--- src/rtl/mask_pkg.sv ---
// Shared types for the mask row packer: the packed word, a FIFO entry that
// carries the end-of-row tag with the word, and the words-per-row helper.
package mask_pkg;

    localparam int MASK_WORD_W = 32;

    typedef logic [MASK_WORD_W-1:0] mask_word_t;

    typedef struct packed {
        mask_word_t word;
        logic       last;
    } fifo_entry_t;

    // Number of packed words needed to carry one sensor row of w bits.
    function automatic int words_per_row(input int w);
        return (w + MASK_WORD_W - 1) / MASK_WORD_W;
    endfunction

endpackage

--- src/rtl/mask_word_fifo.sv ---
// Synchronous FIFO of packed mask words with their end-of-row tags.
// A push into a full FIFO is accepted only when a pop happens in the same
// cycle. Otherwise it is ignored, and the caller decides how to report it.
module mask_word_fifo
    import mask_pkg::*;
#(
    parameter int DEPTH = 16
) (
    input  logic        clk,
    input  logic        rst_n,
    input  logic        push,
    input  fifo_entry_t push_data,
    input  logic        pop,
    output fifo_entry_t pop_data,
    output logic        full,
    output logic        empty
);

    localparam int PW = (DEPTH > 1) ? $clog2(DEPTH) : 1;
    localparam int CW = $clog2(DEPTH + 1);
    localparam logic [PW-1:0] LAST_PTR = PW'(DEPTH - 1);
    localparam logic [CW-1:0] FULL_CNT = CW'(DEPTH);

    logic [PW-1:0] wr_ptr_q, wr_ptr_d;
    logic [PW-1:0] rd_ptr_q, rd_ptr_d;
    logic [CW-1:0] count_q, count_d;
    fifo_entry_t   mem_q [DEPTH];
    logic          do_push;
    logic          do_pop;

    assign full     = (count_q == FULL_CNT);
    assign empty    = (count_q == '0);
    assign do_pop   = pop & ~empty;
    assign do_push  = push & (~full | do_pop);
    assign pop_data = mem_q[rd_ptr_q];

    // Next-state pointers and occupancy, wrapping explicitly at DEPTH-1.
    always_comb begin
        // NOTE: every signal gets a default first so no path leaves it unassigned (no latch).
        wr_ptr_d = wr_ptr_q;
        rd_ptr_d = rd_ptr_q;
        count_d  = count_q;
        if (do_push) begin
            wr_ptr_d = (wr_ptr_q == LAST_PTR) ? '0 : wr_ptr_q + PW'(1);
        end
        if (do_pop) begin
            rd_ptr_d = (rd_ptr_q == LAST_PTR) ? '0 : rd_ptr_q + PW'(1);
        end
        case ({do_push, do_pop})
            2'b10:   count_d = count_q + CW'(1);
            2'b01:   count_d = count_q - CW'(1);
            default: count_d = count_q;
        endcase
    end

    // Pointer and occupancy registers with synchronous active-low reset.
    always_ff @(posedge clk) begin
        // NOTE: sequential state is updated only with non-blocking assignments.
        if (!rst_n) begin
            wr_ptr_q <= '0;
            rd_ptr_q <= '0;
            count_q  <= '0;
        end else begin
            wr_ptr_q <= wr_ptr_d;
            rd_ptr_q <= rd_ptr_d;
            count_q  <= count_d;
        end
    end

    // Entry storage.
    always_ff @(posedge clk) begin
        // NOTE: storage is not reset; the pointers alone define which entries are valid.
        if (do_push) begin
            mem_q[wr_ptr_q] <= push_data;
        end
    end

endmodule

--- src/rtl/mask_row_packer.sv ---
// Packs the serial mask stream into 32-bit words, buffers them and delivers
// them over valid/ready with a row tag, a row index and an end-of-frame pulse.
// Optional macro MASK_PACK_MSB_FIRST_EN: fill each word from bit 31 downward,
// so padding ends up in the low bits. The default fills from bit 0 upward.
module mask_row_packer
    import mask_pkg::*;
#(
    parameter int image_sensor_w = 300,
    parameter int image_sensor_h = 300,
    parameter int fifo_depth     = 16,
    localparam int ROW_W = (image_sensor_h > 1) ? $clog2(image_sensor_h) : 1
) (
    input  logic             clk,
    input  logic             rst_n,
    input  logic             clk_en,
    input  logic             rp_mask_bit,
    input  logic             rp_valid,
    input  logic             ovf_clr,
    output logic [31:0]      out_word,
    output logic             out_valid,
    input  logic             out_ready,
    output logic             out_last,
    output logic [ROW_W-1:0] out_row_idx,
    output logic             frame_done,
    output logic             overflow
);

    localparam int COL_W = (image_sensor_w > 1) ? $clog2(image_sensor_w) : 1;
    localparam logic [COL_W-1:0] COL_LAST = COL_W'(image_sensor_w - 1);
    localparam logic [ROW_W-1:0] ROW_LAST = ROW_W'(image_sensor_h - 1);

    mask_word_t        word_q, word_d;
    logic [4:0]        bit_cnt_q, bit_cnt_d;
    logic [COL_W-1:0]  col_cnt_q, col_cnt_d;
    logic [ROW_W-1:0]  row_q, row_d;
    logic              ovf_q, ovf_d;
    logic              frame_done_q, frame_done_d;

    logic              accept;
    logic              row_end;
    logic [4:0]        bit_pos;
    mask_word_t        merged;
    logic              push;
    fifo_entry_t       push_entry;
    fifo_entry_t       head;
    logic              fifo_full;
    logic              fifo_empty;
    logic              pop;
    logic              drop;

    // Merge the incoming bit into the partial word and decide whether it is pushed now.
    always_comb begin
        accept  = clk_en & rp_valid;
        row_end = (col_cnt_q == COL_LAST);
`ifdef MASK_PACK_MSB_FIRST_EN
        bit_pos = 5'd31 - bit_cnt_q;
`else
        bit_pos = bit_cnt_q;
`endif
        merged     = word_q | (mask_word_t'(rp_mask_bit) << bit_pos);
        push       = accept & ((bit_cnt_q == 5'd31) | row_end);
        push_entry = '{word: merged, last: row_end};

        word_d    = word_q;
        bit_cnt_d = bit_cnt_q;
        col_cnt_d = col_cnt_q;
        if (accept) begin
            col_cnt_d = row_end ? '0 : col_cnt_q + COL_W'(1);
            if (push) begin
                word_d    = '0;
                bit_cnt_d = '0;
            end else begin
                word_d    = merged;
                bit_cnt_d = bit_cnt_q + 5'd1;
            end
        end
    end

    mask_word_fifo #(
        .DEPTH (fifo_depth)
    ) u_fifo (
        .clk       (clk),
        .rst_n     (rst_n),
        .push      (push),
        .push_data (push_entry),
        .pop       (pop),
        .pop_data  (head),
        .full      (fifo_full),
        .empty     (fifo_empty)
    );

    assign out_valid   = ~fifo_empty;
    assign out_word    = out_valid ? head.word : '0;
    assign out_last    = out_valid & head.last;
    assign out_row_idx = row_q;
    assign overflow    = ovf_q;
    // The pulse register always clears, so a stalled cycle cannot stretch or repeat it.
    assign frame_done  = frame_done_q & clk_en;

    assign pop  = clk_en & out_valid & out_ready;
    assign drop = push & fifo_full & ~pop;

    // Row index, end-of-frame pulse and the sticky overflow flag (a set beats a clear).
    always_comb begin
        row_d        = row_q;
        frame_done_d = 1'b0;
        if (pop && head.last) begin
            if (row_q == ROW_LAST) begin
                row_d        = '0;
                frame_done_d = 1'b1;
            end else begin
                row_d = row_q + ROW_W'(1);
            end
        end
        if (drop) begin
            ovf_d = 1'b1;
        end else if (clk_en && ovf_clr) begin
            ovf_d = 1'b0;
        end else begin
            ovf_d = ovf_q;
        end
    end

    // Packer state and flags; reset takes priority over the clock enable.
    always_ff @(posedge clk) begin
        if (!rst_n) begin
            word_q       <= '0;
            bit_cnt_q    <= '0;
            col_cnt_q    <= '0;
            row_q        <= '0;
            ovf_q        <= 1'b0;
            frame_done_q <= 1'b0;
        end else begin
            word_q       <= word_d;
            bit_cnt_q    <= bit_cnt_d;
            col_cnt_q    <= col_cnt_d;
            row_q        <= row_d;
            ovf_q        <= ovf_d;
            frame_done_q <= frame_done_d;
        end
    end

endmodule

--- config.mk ---
export PLATFORM = sky130hd
export DESIGN_NAME = mask_row_packer
export DESIGN_NICKNAME = d
export VERILOG_FILES = /design/src/rtl/mask_pkg.sv /design/src/rtl/mask_word_fifo.sv /design/src/rtl/mask_row_packer.sv
export SDC_FILE = /design/constraint.sdc
export NUM_CORES = 1
export LEC_CHECK = 0
export CAP_MARGIN = 0
export CORE_MARGIN = 1
export CORE_UTILIZATION = 55
export CTS_BUF_LIST = sky130_fd_sc_hd__clkbuf_4
export CTS_CLUSTER_DIAMETER = 150
export DETAILED_ROUTE_END_ITERATION = 10
export PLACE_DENSITY = 0.75
export RECOVER_POWER = 50
export SYNTH_ARGS = -nofsm -noshare
export SYNTH_HDL_FRONTEND = slang
export SYNTH_SLANG_ARGS = --single-unit
--- constraint.sdc ---
create_clock -name clk -period 4.6 [get_ports clk]
set_input_delay 1.38 -clock clk [delete_from_list [all_inputs] [get_ports clk]]
set_output_delay 1.38 -clock clk [all_outputs]
set_load 0.05 [all_outputs]
# Word-level counts from Yosys, hierarchy flattened
# Memory sizes are Yosys's and may differ from the RTL's. A register that Yosys moved wholly into a read port is not among the register bits.
# Cells that the tools add are included.
# W data, S select, Z words.
# totals
n_memories,1
register_bits,70
ram_bits,528
wordCells,63
in_bits,7
# memory_table
name,depth,width,rd,rd_ports_with_merged_regs,write_ports,line,text
u_fifo.mem_q,16,33,1,1,1,mask_word_fifo.sv:27,fifo_entry_t mem_q [DEPTH];
# op_classes
n_mux,15
eq_ne,8
reduce_logical,6
bitwise_logic,16
n_shift,1
addsub,7
# op_table
operator,count
$mux W32,2
$or A32 B32 Y32,1
$shl A1 B5 Y32,1
$add A9 B1 Y9 const B,2
$eq A9 B9 Y1 const B,2
$mux W9,2
$mux W4,4
$add A5 B1 Y5 const B,2
$and A1 B1 Y1,10
$eq A5 B5 Y1 const B,2
$pmux W5 S2,1
$add A4 B1 Y4 const B,2
$eq A4 B4 Y1 const B,2
$logic_not A5 Y1,1
$mux W1,5
$mux W5,1
$sub A5 B1 Y5 const B,1
$reduce_bool A2 Y1,2
$not A1 Y1,3
$eq A2 B1 Y1 const B,1
$eq A2 B2 Y1 const B,1
$logic_and A1 B1 Y1,2
$or A1 B1 Y1,2
$reduce_and A2 Y1,1

# Longest topological paths before layout
# Gate-level depths: netlist of the first run.
# logic_depth
ltp_word,9
mapped_depth,12
ltp_nobuf,12

# Hierarchy
# A second synthesis of the first run with hierarchy kept.
# unflattened
cells_unflattened,1280
area_unflattened_um2,23590.1
# modules_own_cells
module,area_each_um2,instances,cells_per_inst
mask_word_fifo,20781.2,1,941
mask_row_packer,2808.9,1,339

# Worst setup path after synthesis of the first run
# Ideal clock, no wire load.
# synth_timing
path_type,in2reg
from,in out_ready
to,"mem u_fifo.mem_q[0][0] in the netlist's numbering, enable pin"
path_buffers,0
arrival_time_ps,4419
cell_stages,5
setup_ps,464
path_slack_ps,-284
cell_sequence,nand2_1 a31oi_1 and2_1 nand2_1 nor3_1
# synth_via
elab_chain_len,6
# synth_rtl
item,line,text
"start, declared",mask_row_packer.sv:21,"input logic out_ready,"
$and A1 B1 Y1,mask_row_packer.sv:100,assign pop = clk_en & out_valid & out_ready;
$and A1 B1 Y1,mask_word_fifo.sv:33,assign do_pop = pop & ~empty;
$or A1 B1 Y1,mask_word_fifo.sv:34,assign do_push = push & (~full | do_pop);
$and A1 B1 Y1,mask_word_fifo.sv:34,
$mux W1,mask_word_fifo.sv:73,if (do_push) begin
$mux W1 (not written as such),mask_word_fifo.sv:74,mem_q[wr_ptr_q] <= push_data;
"end, declared",mask_word_fifo.sv:27,
# Every way passes these cells.

==> impl_metrics.csv, run 1 <==
group,metric,value,unit
hold_path,holdCritPathClass,"reg2reg",
die,die_area,43800,um2
yosys,netlist.area_leader.share,67.1,%
setup_path,path_buf_inv,3,
die,io_pins,52,
place,gp_congestion,0.822,
die,core_area,42100,um2
status,violations,"max-capacitance violations, max-slew violations",
cts,root_buffer,"clkbuf_4",
sta,rsz0062_at_grt,"yes",
setup_path,crit_family,"multiplexers",
setup_path,arrival,3.10,ns
cts,clk_latency,0.85,ns
global_route,antenna_found_initial,1,
sta,finalCriticalPeriod,4.48,ns
place,dp_hpwl,27.6,mm
sta,clock_skew,0.0405,ns
routing,drt_iter0_drc,1308,
yosys,synth-main-ff-cell,"edfxtp_1",
cells_and_area,drive_above_1_share,32.5,%
yosys,netlist_top_cells_count,"528 x edfxtp_1, 160 x mux4_2, 74 x dfxtp_1",
yosys,avgSynthCellArea,19.3,um2
sta,holdWs,0.481,ns
cells_and_area,fin_nets,1439,
sta,worst-slew-pin-transition,1.78,ns
cts,clk_path_buf_depth,3,
yosys,synthCells,1225,
global_route,grt_pass1_vias,13087,
sta,period_share,97.5,%
power,power_density,374,nW/um2
place,place_area,25100,um2
cts,cts.sinks,602,
sta,fin_tns_setup,0,ns
die,fp.dieH,209,um
yosys,synth_area,23600,um2
setup_path,end_kind,"output pin",
sta,slew_headroom,-18.5,%
cells_and_area,fill_cells,2823,
yosys,yosysSeqAreaShare,73.4,%
cts,ctsHoldBuffers,0,
yosys,ys_top_cells_by_area,"edfxtp_1 67%, mux4_2 15%, dfxtp_1 6.3%",
cts,cts_tree,"built",
yosys,yosys.cell_count.top_type,"edfxtp_1",
yosys,synth_seq_cells,602,
yosys,yosysTopAreaCell,"edfxtp_1",
global_route,use_met3,4.55,%
die,die_w,209,um
yosys,yosys_warnings,0,
cells_and_area,area_growth,15.2,%
yosys,async_reset_ff_share,0,%
routing,vias_per_cell,6.01,
global_route,use_met1,32.2,%
power,ir_worst_vdd,0.271,mV
sta,max_freq,0.223,GHz
status,status,"finished, violations left",
global_route,globalRoute.totalOverflow,0,
routing,vias,12495,
routing,first_pass_iters,6,
setup_path,slowest_delay,0.55,ns
sta,slew_violations,35,
routing,wl_per_cell,24.2,um
die,initial_core_util,56.1,%
global_route,gr-usage-met2,39.5,%
place,portBuffers,51,
setup_path,cp_slowest_cell,"mux4_2",
routing,wl,50.3,mm
global_route,grt_usage,24.1,%
yosys,synth_nets,1243,
power,fin_total_pwr,10.2,mW
setup_path,path_max_fanout,38,
setup_path,crit_type,"reg2out",
setup_path,path_common_cell,"mux4_2",
sta,hold_viol_final,0,
power,p_leak,8.21,nW
die,num_rows,75,
yosys,synth.distinct_cells,50,
global_route,grt_pass1_wl,76.8,mm
cells_and_area,fin_area,27200,um2
cts,htreeDepth,4,
yosys,synth-edff-count,528,
global_route,grt_max_degree,39,
setup_path,worstPathRequired,3.22,ns
setup_path,crit_path_cell_trace,"buf_12, buf_16, mux4_2, mux4_2, nor2b_1, buf_4",
routing,drc,0,
setup_path,startpoint_type,"flop",
global_route,grt_busiest_layer,"met2",
cts,cts_made_buffers,148,
routing,ant_nets,0,
job,max_cap_viol_count,1,
cts,clkSlewWorstSetupHoldPaths,0.06,ns
sta,finalSetupViolCount,0,
flip-flops by register name (all words and copies together), names as in the netlist, named ones only:
register         count
frame_done_q         1
u_fifo.count_q       5
u_fifo.wr_ptr_q      4
bit_cnt_q            5
u_fifo.mem_q       528
col_cnt_q            9
u_fifo.rd_ptr_q      4
out_row_idx          9
overflow             1
word_q              32
layout make-up:
| class | instances | area (um2) | area share [%] |
|---|---|---|---|
| inverters | 13 | 48.8 | 0.179 |
| diodes | 1 | 2.50 | 0.00920 |
| flip-flops and latches | 602 | 17400 | 63.8 |
| clock inverters | 49 | 219 | 0.805 |
| repair buffers | 108 | 1190 | 4.38 |
| well taps | 539 | 674 | 2.48 |
| clock buffers | 220 | 1650 | 6.07 |
| multi-input cells | 548 | 6060 | 22.3 |
metal layers:
layer  vias to the layer above  routed length, um
met5                         -                  0
met4                         0               1100
met3                        94               3680
met2                       517              25500
met1                      6373              20100
li1                       5511                  -
metrics by stage:
| stage | setup slack, ns | util (%) | instances |
|---|---|---|---|
| floorplan | 0.600 | - | 1225 |
| global placement | 0.446 | 59.5 | 1795 |
| detailed placement | 0.460 | 59.5 | 1795 |
| CTS | -0.0193 | 64.3 | 2072 |
| global route | -0.00680 | 64.5 | 2080 |
| finish | 0.116 | 64.5 | 2080 |
repair_timing:
item | in CTS | in global routing
cloned | 2 | 0
endpoints found under the setup margin | 33 | 12
endpoints found under the hold margin | 0 | 0
pin swaps | 0 | 1
setup buffers | 6 | 7
resized for setup | 31 | 10
final timing paths:
check,start,to,slack [ns],depth (start not counted)
worst min-delay path,overflow$_SDFFE_PN0P_,overflow$_SDFFE_PN0P_,0.48,2
worst max register to register,bit_cnt_q[0]$_SDFFE_PN0P_,u_fifo.count_q[4]$_SDFFE_PN0P_,1.15,12
worst min register to register,overflow$_SDFFE_PN0P_,overflow$_SDFFE_PN0P_,0.48,2
worst max-delay path,flop,out_word[18],0.12,6
worst min-delay path: stages (launching register included):
cell     delay [ns]
dfxtp_1        0.32
nand2_1        0.06
a21oi_1        0.06
layout by cell type, fill, tap and decap left out, types with 9 or more instances in the layout:
cell and n:
edfxtp_1 528, clkbuf_4 220, mux4_2 160, dfxtp_1 70, nor2_1 58, buf_4 46
o21ai_0 39, clkinv_1 39, nand2_1 37, nor2b_1 35, a21o_1 35, a21oi_1 27
buf_12 15, clkdlybuf4s50_1 14, nor2_4 13, mux2i_1 13, nand4_1 13, buf_6 12
ha_1 11, nand3_1 10, inv_1 10, nor3_1 10, xor2_1 9, inv_2 9
power by group:
group	switching [mW]	internal, mW	total [mW]
sequential	0.00365	5.86	5.86
combinational	0.0374	0.0119	0.0493
clock	2.00	2.25	4.25
total	2.05	8.12	10.2
cell families after synthesis:
group                    count (synthesis)  synth area share, %
XOR/XNOR                                11                0.408
AND/OR/NAND/NOR                        225                 4.88
multiplexers                           173                 15.8
adder cells (fa/ha/maj)                 11                0.583
buffers and inverters                   75                 1.53
AO/OA/AOI/OAI                          128                 3.37
flip-flops                             602                 73.4
(Power assumes the default switching activity.)
==> inputs of run 2 (changes only) <==
--- a/config.mk
+++ b/config.mk
@@ -13,6 +13,7 @@
 export DETAILED_ROUTE_END_ITERATION = 10
 export PLACE_DENSITY = 0.75
 export RECOVER_POWER = 50
+export SKIP_LAST_GASP = 1
 export SYNTH_ARGS = -nofsm -noshare
 export SYNTH_HDL_FRONTEND = slang
 export SYNTH_SLANG_ARGS = --single-unit
==> run 2 against run 1 <==
The flow still finishes with violations (max-capacitance violations, max-slew violations). Sequential cell count unchanged. Critical path depth is the same. Non-clock buffer count is 5 higher. Sequential share of layout area shrank 0.11 points. Routed wire length is 0.78% higher. Hold slack is essentially flat. Die area is the same. Sequential power about the same. Cell count increased by 0.24%. Design area is 0.18% higher. Worst setup slack improved by 0.0094 ns.
==> impl_metrics.csv, run 2 (synthesized netlist as in run 1, its figures left out) <==
group,metric,value,unit
sta,worst-slew-pin-transition,1.80,ns
setup_path,worstPathRequired,3.22,ns
cells_and_area,reg_top3,"u_fifo.mem_q x528, word_q x32",
die,fp.dieH,209,um
die,core_area,42100,um2
sta,slew_headroom,-19.8,%
cts,cts_tree,"built",
power,power_density,373,nW/um2
sta,hold_viol_final,0,
cells_and_area,final_util,64.7,%
place,dp_hpwl,27.6,mm
setup_path,end_kind,"output pin",
global_route,globalRoute.totalOverflow,0,
routing,first_pass_iters,6,
power,p_leak,8.25,nW
setup_path,r2r_end,"u_fifo.count_q[4]$_SDFFE_PN0P_",
cells_and_area,drive_above_1_share,32.6,%
sta,finalCriticalPeriod,4.47,ns
place,portBuffers,51,
power,ir_worst_vdd,0.271,mV
die,io_pins,52,
place,place_area,25100,um2
cts,cts_made_buffers,148,
sta,clock_skew,0.0436,ns
status,violations,"max-capacitance violations, max-slew violations",
cells_and_area,layout_commonest_cell,"edfxtp_1",
hold_path,hold_depth,2,
hold_path,holdCritPathClass,"reg2reg",
cts,htreeDepth,4,
global_route,grt_pass1_vias,13085,
setup_path,path_max_fanout,19,
cts,root_buffer,"clkbuf_4",
setup_path,r2r_cells,12,
hold_path,hold_end,"overflow$_SDFFE_PN0P_",
die,initial_core_util,56.1,%
cts,ctsHoldBuffers,0,
cells_and_area,largest_reg_flops,528,
setup_path,rrSetupSlack,1.14,ns
routing,vias_per_cell,6.05,
die,die_w,209,um
sta,rsz0062_at_grt,"no",
sta,slew_violations,35,
cells_and_area,area_growth,15.4,%
routing,drt_iter0_drc,1297,
die,num_rows,75,
cells_and_area,final_cell_mix,"528 x edfxtp_1, 220 x clkbuf_4, 160 x mux4_2",
sta,max_freq,0.223,GHz
cells_and_area,fin_nets,1444,
place,gp_congestion,0.822,
die,die_area,43800,um2
global_route,grt_usage,24.1,%
cts,clk_path_buf_depth,3,
cells_and_area,fin_area,27200,um2
routing,wl_per_cell,24.3,um
cells_and_area,largest_register,"u_fifo.mem_q",
routing,vias,12608,
status,status,"finished, violations left",
setup_path,startpoint_type,"flop",
routing,wl,50.7,mm
job,max_cap_viol_count,1,
cts,cts.sinks,602,
cts,clkSlewWorstSetupHoldPaths,0.06,ns
setup_path,arrival,3.09,ns
cts,clk_latency,0.86,ns
cells_and_area,fill_cells,2819,
sta,finalSetupViolCount,0,
setup_path,crit_type,"reg2out",
routing,ant_nets,0,
global_route,grt_pass1_wl,76.8,mm
global_route,grt_max_degree,39,
hold_path,holdCritStartpoint,"overflow$_SDFFE_PN0P_",
global_route,antenna_found_initial,1,
sta,period_share,97.3,%
routing,drc,0,
setup_path,rr_startpoint,"bit_cnt_q[0]$_SDFFE_PN0P_",
## run 2: changes by cell type in the layout (fill, tap and decap cells not counted)
cell / before / now
nor2b_2: 1 / 0
bufbuf_16: 0 / 1
buf_12: 15 / 17
buf_16: 4 / 3
nor2b_1: 35 / 36
clkbuf_16: 0 / 1
buf_4: 46 / 57
buf_6: 12 / 3
## run 2: layout make-up
cell class                 instances  area (um2)  area share (%)
antenna                            1        2.50         0.00918
clock buffer                     220        1650            6.06
clock inverter                    49         219           0.804
inverter                          13        48.8           0.179
multi-input combinational        548        6060            22.2
sequential                       602       17400            63.7
tap                              539         674            2.48
timing repair buffer             113        1240            4.56
## run 2: stage by stage
step	instances	power, mW	hold slack [ns]	worst slack, ns	TNS [ns]
6_report	2085	10.2	0.481	0.125	0
5_1_grt	2085	10.5	0.520	0.00549	0
4_1_cts	2072	10.3	0.485	-0.0494	-0.466
3_5_place_dp	1795	6.03	0.476	0.460	0
3_3_place_gp	1795	6.03	0.458	0.446	0
2_1_floorplan	1225	6.01	0.454	0.600	0
## run 2: timing repair
item                       4_1_cts  5_1_grt
pin swaps                        0        1
cloned                           2        1
setup endpoints to repair       33       20
buffers inserted                 6       11
resized for setup               27        3
## run 2: worst max-delay path by stage
| stage | from | endpoint | slack (ns) | cells after the start |
|---|---|---|---|---|
| after floorplan | out_ready | u_fifo.mem_q[8][0]$_DFFE_PP_ | 0.60 | 5 |
| final | flop | out_word[0] | 0.13 | 6 |
| after global routing | flop | out_word[13] | 0.005 | 6 |
| after CTS | flop | out_word[17] | -0.05 | 5 |
| after detailed placement | flop | out_last | 0.46 | 5 |
| after global placement | flop | out_last | 0.45 | 5 |
## run 2: layer usage
layer  part of all wire [%]  track usage [%]  vias to the layer above
met5                      0                0                        -
met1                     40             32.2                     6424
met4                    2.2             9.58                        0
met2                     51             39.5                      575
met3                    7.5             4.57                       88
li1                       -                -                     5521
## run 2: power breakdown
part / switching, mW / total, mW / internal (mW)
Clock: 2.01 / 4.26 / 2.25
Combinational: 0.0375 / 0.0494 / 0.0119
Sequential: 0.00365 / 5.86 / 5.86
## run 2: critical path: stages (launching register included)
cell     delay (ns)
dfxtp_4        0.44
buf_4          0.17
buf_16         0.21
mux4_2         0.53
mux4_2         0.48
nor2b_1        0.21
buf_4          0.21
